File: config.mk
export PLATFORM = sky130hd
export DESIGN_NAME = time_display_scan
export DESIGN_NICKNAME = d
export VERILOG_FILES = /design/src/rtl/time_display_scan.sv
export SDC_FILE = /design/constraint.sdc
export NUM_CORES = 1
export LEC_CHECK = 0
export BUFFER_PORTS_ARGS = -buffer_cell sky130_fd_sc_hd__buf_2
export CORE_MARGIN = 1
export CORE_UTILIZATION = 61
export CTS_BUF_LIST = sky130_fd_sc_hd__clkbuf_4
export DETAILED_ROUTE_END_ITERATION = 7
export MAX_ROUTING_LAYER = met4
export PLACE_DENSITY = 0.81
export SLEW_MARGIN = 40
export SYNTH_ARGS = -nofsm -noshare
export SYNTH_HDL_FRONTEND = slang
export SYNTH_SLANG_ARGS = --single-unit
File: constraint.sdc
create_clock -name signal -period 2.66 [get_ports signal]
set_input_delay 0.532 -clock signal [delete_from_list [all_inputs] [get_ports signal]]
set_output_delay 0.532 -clock signal [all_outputs]
set_load 0.005 [all_outputs]
File: src/rtl/time_display_scan.sv
// Six-digit HH MM SS seven-segment scanner with a sequential binary-to-BCD converter.
// Optional build macro COLON_BLINK_EN gates the hour/minute separators with snapshot second[0].
module time_display_scan #(
  parameter int SCAN_DIV = 50000
) (
  input  logic       signal,
  input  logic       clr,
  input  logic [4:0] hour,
  input  logic [5:0] minute,
  input  logic [5:0] second,
  input  logic       blank,
  output logic [5:0] dig_sel,
  output logic [6:0] seg,
  output logic       dp
);
  localparam int PW = $clog2(SCAN_DIV);
  localparam logic [3:0] DASH = 4'hF;

  typedef enum logic [2:0] {IDLE, LOAD, CONV_H, CONV_M, CONV_S, COMMIT} state_t;

  logic [PW-1:0]   pre_q, pre_d;
  logic [2:0]      idx_q, idx_d;
  logic [5:0]      dig_sel_q, dig_sel_d;
  logic [6:0]      seg_q, seg_d;
  logic            dp_q, dp_d;
  state_t          state_q;
  logic [4:0]      snap_h_q;
  logic [5:0]      snap_m_q, snap_s_q;
  logic [5:0]      work_q;
  logic [2:0]      tens_q;
  logic [5:0][3:0] bcd_q, disp_q;   // [0] = hour tens ... [5] = second units
  logic            frame_start, ge10, oor_h, oor_m, oor_s, sep;

  function automatic logic [6:0] glyph(input logic [3:0] d);
    case (d)
      4'd0:    glyph = 7'b0000001;
      4'd1:    glyph = 7'b1001111;
      4'd2:    glyph = 7'b0010010;
      4'd3:    glyph = 7'b0000110;
      4'd4:    glyph = 7'b1001100;
      4'd5:    glyph = 7'b0100100;
      4'd6:    glyph = 7'b0100000;
      4'd7:    glyph = 7'b0001111;
      4'd8:    glyph = 7'b0000000;
      4'd9:    glyph = 7'b0000100;
      default: glyph = 7'b1111110;
    endcase
  endfunction

  assign frame_start = (pre_q == '0) && (idx_q == '0);
  assign ge10        = (work_q >= 6'd10);
  assign oor_h       = (snap_h_q >= 5'd24);
  assign oor_m       = (snap_m_q >= 6'd60);
  assign oor_s       = (snap_s_q >= 6'd60);

  always_comb begin
    pre_d = pre_q + PW'(1);
    idx_d = idx_q;
    if (pre_q == PW'(SCAN_DIV - 1)) begin
      pre_d = '0;
      idx_d = (idx_q == 3'd5) ? 3'd0 : idx_q + 3'd1;
    end
  end

  always_comb begin
    sep = (idx_q == 3'd1) || (idx_q == 3'd3);
`ifdef COLON_BLINK_EN
    sep = sep && !snap_s_q[0];
`endif
    dig_sel_d = ~(6'b100000 >> idx_q);
    seg_d     = glyph(disp_q[idx_q]);
    dp_d      = ~sep;
    if (blank) begin
      dig_sel_d = 6'b111111;
      seg_d     = 7'b1111111;
      dp_d      = 1'b1;
    end
  end

  always_ff @(posedge signal) begin
    if (clr) begin
      pre_q     <= '0;
      idx_q     <= '0;
      dig_sel_q <= 6'b111111;
      seg_q     <= 7'b1111111;
      dp_q      <= 1'b1;
    end else begin
      pre_q     <= pre_d;
      idx_q     <= idx_d;
      dig_sel_q <= dig_sel_d;
      seg_q     <= seg_d;
      dp_q      <= dp_d;
    end
  end

  // Converter: one subtract-ten per cycle; out-of-range fields become dash codes at store time.
  always_ff @(posedge signal) begin
    if (clr) begin
      state_q  <= IDLE;
      snap_h_q <= '0;
      snap_m_q <= '0;
      snap_s_q <= '0;
      work_q   <= '0;
      tens_q   <= '0;
      bcd_q    <= '0;
      disp_q   <= '0;
    end else begin
      if (frame_start) begin
        snap_h_q <= hour;
        snap_m_q <= minute;
        snap_s_q <= second;
      end
      case (state_q)
        IDLE: if (frame_start) state_q <= LOAD;
        LOAD: begin
          work_q  <= {1'b0, snap_h_q};
          tens_q  <= '0;
          state_q <= CONV_H;
        end
        CONV_H: if (ge10) begin
          work_q <= work_q - 6'd10;
          tens_q <= tens_q + 3'd1;
        end else begin
          bcd_q[0] <= oor_h ? DASH : {1'b0, tens_q};
          bcd_q[1] <= oor_h ? DASH : work_q[3:0];
          work_q   <= snap_m_q;
          tens_q   <= '0;
          state_q  <= CONV_M;
        end
        CONV_M: if (ge10) begin
          work_q <= work_q - 6'd10;
          tens_q <= tens_q + 3'd1;
        end else begin
          bcd_q[2] <= oor_m ? DASH : {1'b0, tens_q};
          bcd_q[3] <= oor_m ? DASH : work_q[3:0];
          work_q   <= snap_s_q;
          tens_q   <= '0;
          state_q  <= CONV_S;
        end
        CONV_S: if (ge10) begin
          work_q <= work_q - 6'd10;
          tens_q <= tens_q + 3'd1;
        end else begin
          bcd_q[4] <= oor_s ? DASH : {1'b0, tens_q};
          bcd_q[5] <= oor_s ? DASH : work_q[3:0];
          state_q  <= COMMIT;
        end
        COMMIT: begin
          disp_q  <= bcd_q;
          state_q <= IDLE;
        end
        default: state_q <= IDLE;
      endcase
    end
  end

  assign dig_sel = dig_sel_q;
  assign seg     = seg_q;
  assign dp      = dp_q;
endmodule

# Yosys cells after proc, flatten, opt, wreduce, memory -nomap -nowiden
# Memory sizes are Yosys's and may differ from the RTL's. A register that Yosys moved wholly into a read port is not among the register bits.
# Cells that the tools add are included.
# totals
input_bits	20
rom_bits	112
output_inout_bits	14
register_bits	103
word_cells	87
memories	1
# classes
add_sub_neg	4
mux	21
reduce_logical	16
bitwise_logic	3
n_eq_ne	14
n_lt_le_gt_ge	5
shift	1
# mem_list
memory	words	word_bits	read_ports	rd_ports_with_merged_regs	wr	line	text
(no name shown)	16	7	1	1	0	35	case (d)
# ops
cell	n
4-bit two-way mux	7
6-bit one-hot mux with 4 select lines	1
3-bit two-way mux	7
6-bit two-way mux	3
16-bit by 1-bit adder with 16-bit output, second input constant	1
16-bit == test, second input constant	1
16-bit logical NOT	1
3-bit one-hot mux with 5 select lines	1
4-bit binary-select mux with 3-bit select	1
6-bit >= comparator, second input constant	2
2-bit inequality test, second input constant	5
2-bit AND reduction	5
3-bit by 2-bit == test with 1-bit output, second input constant	3
3-bit == test, second input constant	3
3-bit one-hot mux with 3 select lines	1
3-bit by 1-bit adder with 3-bit output, second input constant	2
3-bit by 1-bit == test with 1-bit output, second input constant	2
6-bit by 4-bit >= comparator with 1-bit output, second input constant	1
3-bit logical NOT	2
6-bit inverter	1
2-bit OR reduction	3
6-bit by 3-bit right shift with 6-bit output, first input constant	1
6-bit by 4-bit subtractor with 6-bit output, second input constant	1
5-bit >= comparator, second input constant	1
7 further kinds	8

# Logic depth before layout (Yosys ltp)
# logic_depth
word_depth	4
ltp_mapped	9
mapped_depth_nobuf	7

# Worst setup path before layout
# Ideal clock, no wire load.
# synth_path
path_type	register to register
start	register idx_q[1]
end	register seg_q[3], in the netlist seg[3]
setup_time_ns	0.141
period_less_slack_ns	2.181
path_stages_with_launch	9
t_arrival_ns	2.041
required_time_ns	2.519
n_path_buf	2
path_slack_ns	0.479
cell_sequence	dfxtp_1 clkbuf_1 buf_2 mux2_2 a21oi_1 inv_1 ha_1 o31ai_1 o21ai_0
# synth_between
elab_chain_cells	2
# synth_rtl
element	line	text
start: declaration	22	logic [2:0] idx_q, idx_d;
start signal: assignment	89	idx_q <= idx_d;
4-bit binary-select mux with 3-bit select	71	seg_d = glyph(disp_q[idx_q]);
4-bit two-way mux (not written as such)	71	
end: declaration	24	logic [6:0] seg_q, seg_d;
# Every way passes these cells. The select of a mux whose other input is x is not followed.
# A chain may end at the register's enable or synchronous reset.

# Worst setup path after layout
# layout_path
start	register idx_q[1]
end	register seg_q[2], in the netlist seg[2]
# Same word-level chain as after synthesis.

==> impl_metrics.csv <==
group,metric,value,unit
clock_network,cts_tree,"done",
synth,yosysWarningCount,0,
sta,tns,0,ns
setup_path,cp.buffers_inverters,1,
global_routing,via_count_of_the_first_global_routing_pass,3581,
setup_path,worstSetupPathType,"flop to flop",
placement,gpl.final_weighted_congestion,0.899,
clock_network,root_buffer,"sky130_fd_sc_hd__clkbuf_4",
clock_network,cts_setup_buffers,0,
die,die-width,90.3,microns
sta,slew-limit-headroom,51.9,%
synth,synthTopCellsByArea,"sky130_fd_sc_hd__dfxtp_1, sky130_fd_sc_hd__mux2i_1, sky130_fd_sc_hd__nand2_1",
route,dr_wl_met3,587,microns
synth,synth_edf_count,0,
layout,fin_nets,591,
synth,synth.cell_area,4760,sq um
synth,yosys.area.top_type,"sky130_fd_sc_hd__dfxtp_1",
hold_path,hp-class,"input port to flop",
clock_network,cts_repair_resize_count,0,
synth,synth-async-reset-ratio,0,%
die,floorplan.die.height,90.3,microns
placement,port-buffer-count,33,
setup_path,launching_instance_or_port_of_the_critical_path,"idx_q[1]$_SDFFE_PP0P_",
route,drtPass1Iterations,5,
placement,postPlaceCellArea,4980,sq um
synth,ys_types,51,
global_routing,grt_first_pass_wirelength,17200,microns
layout,antenna_cells,0,
global_routing,grt_antenna_before_repair,0,
die,fp-row-count,31,
sta,slew_viol_final,0,
sta,hold_violations,0,
setup_path,r2r-start,"idx_q[1]$_SDFFE_PP0P_",
flow_run,max_cap_viol_count,0,
route,drt.antenna.violating_nets,0,
sta,max_freq,0.415,GHz
setup_path,worstPathCellList,"mux4_2 -> a2bb2oi_1 -> inv_1 -> ha_1 -> mux2_2 -> a21oi_1",
layout,layout.filler_cells,619,
route,postRouteWirelength,10100,microns
sta,timing.final.crit_share,90.5,%
route,dr.first_iter.drc_count,259,
layout,final_cell_mix,"sky130_fd_sc_hd__dfxtp_1, sky130_fd_sc_hd__nand2_1, sky130_fd_sc_hd__nor2_1",
sta,worst_slew_pin_slew,0.713,ns
die,initial_utilization,64.2,%
clock_network,clkTransAtPathRegs,0.16,ns
setup_path,critPathCaptureType,"flop",
synth,postSynth.topFlopCell,"sky130_fd_sc_hd__dfxtp_1",
setup_path,cp.arrival,2.80,ns
synth,synth_sequential_area_ratio,46.3,%
setup_path,timing.reg2reg.worst_path_depth,6,
clock_network,cts-buffers-inserted,9,
synth,post_synth_inst_count,541,
route,routed.top_layer,"met4",
setup_path,worstPathRequired,3.05,ns
setup_path,critical_path_cell_count,6,
global_routing,gr-usage-all-layers,26.8,%
power,power_per_cell_area,626,nW/um^2
setup_path,worstReg2RegEnd,"seg[2]$_SDFF_PP1_",
power,leakagePower,0.00189,uW
layout,flow.area_growth_from_synthesis,7.08,%
sta,grt_setup_unrepaired,"no",
power,irDropWorstVdd,0.453,mV
clock_network,clock_sink_count,110,
global_routing,grt_max_degree,36,
die,floorplan.die_area,8160,sq um
setup_path,setup.worst_path.end,"seg[2]$_SDFF_PP1_",
route,route.detailed.drc,0,
layout,postLayoutCellArea,5090,sq um
synth,nets_in_the_synthesized_netlist,572,
setup_path,crit_path_max_incr_delay,0.55,ns
setup_path,crit_path_max_fo,6,
layout,layout.cells.most_common,"sky130_fd_sc_hd__dfxtp_1",
synth,synth_seq_cells,110,
setup_path,worstSetupStartpointType,"flop",
setup_path,critical-path-top-delay-family,"multiplexers",
clock_network,cts-htree-levels,3,
placement,hpwl,7150,microns
route,avgRoutedWirePerCell,15.3,microns
sta,finalSetupViolCount,0,
die,core,7410,sq um
global_routing,aggregate_global_routing_overflow,0,
setup_path,reg2reg_slack,0.25,ns
sta,layout_min_cycle_time,2.41,ns
synth,synth.top_cell.area_share,46.3,%
synth,syn-mean-instance-area,8.79,sq um
clock_network,clk-insertion-delay-late,0.45,ns
run_status,status,"complete, no violations",
clock_network,holdBufCountCts,0,
route,met2WireLength,4850,microns
die,floorplan.io_pins,34,
route,via_cell_ratio,5.86,
clock_network,clock_tree.buffer_depth,2,
route,num_vias,3882,
route,met1_length,4520,microns
layout,drive_gt1_share,15.2,%
setup_path,critical-path-slowest-cell,"sky130_fd_sc_hd__mux4_2",
sta,fin_skew,0.0158,ns
## how the worst min path moves through the flow
stage / slack [ns] / endpoint / start / depth (start not counted)
3_3_place_gp: 0.44 / disp_q[3]$_SDFFE_PP0N_ / bcd_q[3]$_SDFFE_PP0P_ / 2
2_1_floorplan: 0.43 / disp_q[3]$_SDFFE_PP0N_ / bcd_q[3]$_SDFFE_PP0P_ / 2
6_report: 0.30 / snap_s_q[5]$_SDFFE_PP0P_ / second[5] / 3
3_5_place_dp: 0.45 / disp_q[13]$_SDFFE_PP0N_ / disp_q[13]$_SDFFE_PP0N_ / 2
4_1_cts: 0.28 / snap_s_q[2]$_SDFFE_PP0P_ / second[2] / 3
5_1_grt: 0.28 / snap_s_q[4]$_SDFFE_PP0P_ / second[4] / 3
## sequential cells by signal, indices dropped and copies added (netlist names)
signal and count:
dig_sel 6, snap_m_q 6, tens_q 3, dp 1, snap_s_q 6, state_q 3
work_q 6, bcd_q 24, idx_q 3, disp_q 24, pre_q 16, seg 7
snap_h_q 5
## kinds of logic (layout without fill, tap and decap cells)
logic type	count (synthesis)	in the layout	share of synthesized area, %
buffers and inverters	49	72	4.05
XOR/XNOR	17	17	3.13
adder cells (fa/ha/maj)	11	11	2.89
AO/OA/AOI/OAI	114	114	16.2
multiplexers	37	37	8.18
flip-flops	110	110	46.3
AND/OR/NAND/NOR	203	203	19.3
## layout make-up
cell class	count	area [sq um]	area share, %
Inverter	13	48.8	0.958
Clock buffer	9	67.6	1.33
Multi-Input combinational cell	382	2360	46.4
Sequential cell	110	2200	43.2
Clock inverter	6	38.8	0.761
Timing Repair Buffer	44	248	4.86
Tap cell	99	124	2.43
## stage by stage
stage	setup slack [ns]	power (uW)	utilization, %	std cells	hold WS [ns]
2_1_floorplan	0.479	2330	-	541	0.428
5_1_grt	0.158	3340	68.8	663	0.280
3_5_place_dp	0.311	2500	67.3	648	0.448
4_1_cts	0.282	3200	68.7	663	0.283
6_report	0.252	3190	68.8	663	0.302
3_3_place_gp	0.452	2470	67.3	648	0.440
## power by group
| part | switching (uW) | leakage [uW] | total [uW] | internal (uW) |
|---|---|---|---|---|
| Clock | 527 | 0.0000580 | 714 | 186 |
| Sequential | 126 | 0.000894 | 1890 | 1760 |
| Combinational | 342 | 0.000935 | 586 | 245 |
## metal layers
layer  vias up  track usage, %
met3        18            5.72
li1       1924               -
met5         -               -
met1      1805            34.1
met2       135            43.0
met4         0            7.80
## worst reg2reg max path: stages (launching register included)
cell and delay (ns):
sky130_fd_sc_hd__dfxtp_1 0.54, sky130_fd_sc_hd__mux4_2 0.55, sky130_fd_sc_hd__a2bb2oi_1 0.46, sky130_fd_sc_hd__inv_1 0.18
sky130_fd_sc_hd__ha_1 0.22, sky130_fd_sc_hd__mux2_2 0.27, sky130_fd_sc_hd__a21oi_1 0.14
## Yosys cell counts (2+ instances only)
library cell	number
sky130_fd_sc_hd__dfxtp_1	110
sky130_fd_sc_hd__nor3b_1	2
sky130_fd_sc_hd__a32oi_1	2
sky130_fd_sc_hd__buf_2	7
sky130_fd_sc_hd__a22oi_1	2
sky130_fd_sc_hd__nand4_1	4
sky130_fd_sc_hd__or2_2	2
sky130_fd_sc_hd__a32o_1	2
sky130_fd_sc_hd__buf_1	5
sky130_fd_sc_hd__inv_1	13
sky130_fd_sc_hd__a21oi_1	49
sky130_fd_sc_hd__nor2b_1	5
sky130_fd_sc_hd__nor4_1	3
sky130_fd_sc_hd__a211o_1	2
sky130_fd_sc_hd__nand2_1	71
sky130_fd_sc_hd__clkbuf_1	24
sky130_fd_sc_hd__mux2i_1	31
sky130_fd_sc_hd__and2_1	2
sky130_fd_sc_hd__a211oi_1	11
sky130_fd_sc_hd__o21ai_0	17
sky130_fd_sc_hd__o221a_2	14
sky130_fd_sc_hd__nor3_1	16
sky130_fd_sc_hd__xor2_1	7
sky130_fd_sc_hd__a2bb2oi_1	2
sky130_fd_sc_hd__nand3_1	14
sky130_fd_sc_hd__nand2b_1	5
sky130_fd_sc_hd__nor2_1	65
sky130_fd_sc_hd__ha_1	11
sky130_fd_sc_hd__mux2_2	5
sky130_fd_sc_hd__and3_1	5
sky130_fd_sc_hd__or4_1	2
sky130_fd_sc_hd__nor4b_1	3
sky130_fd_sc_hd__xnor2_1	10
Note: power is estimated with default switching activity, not from simulation.
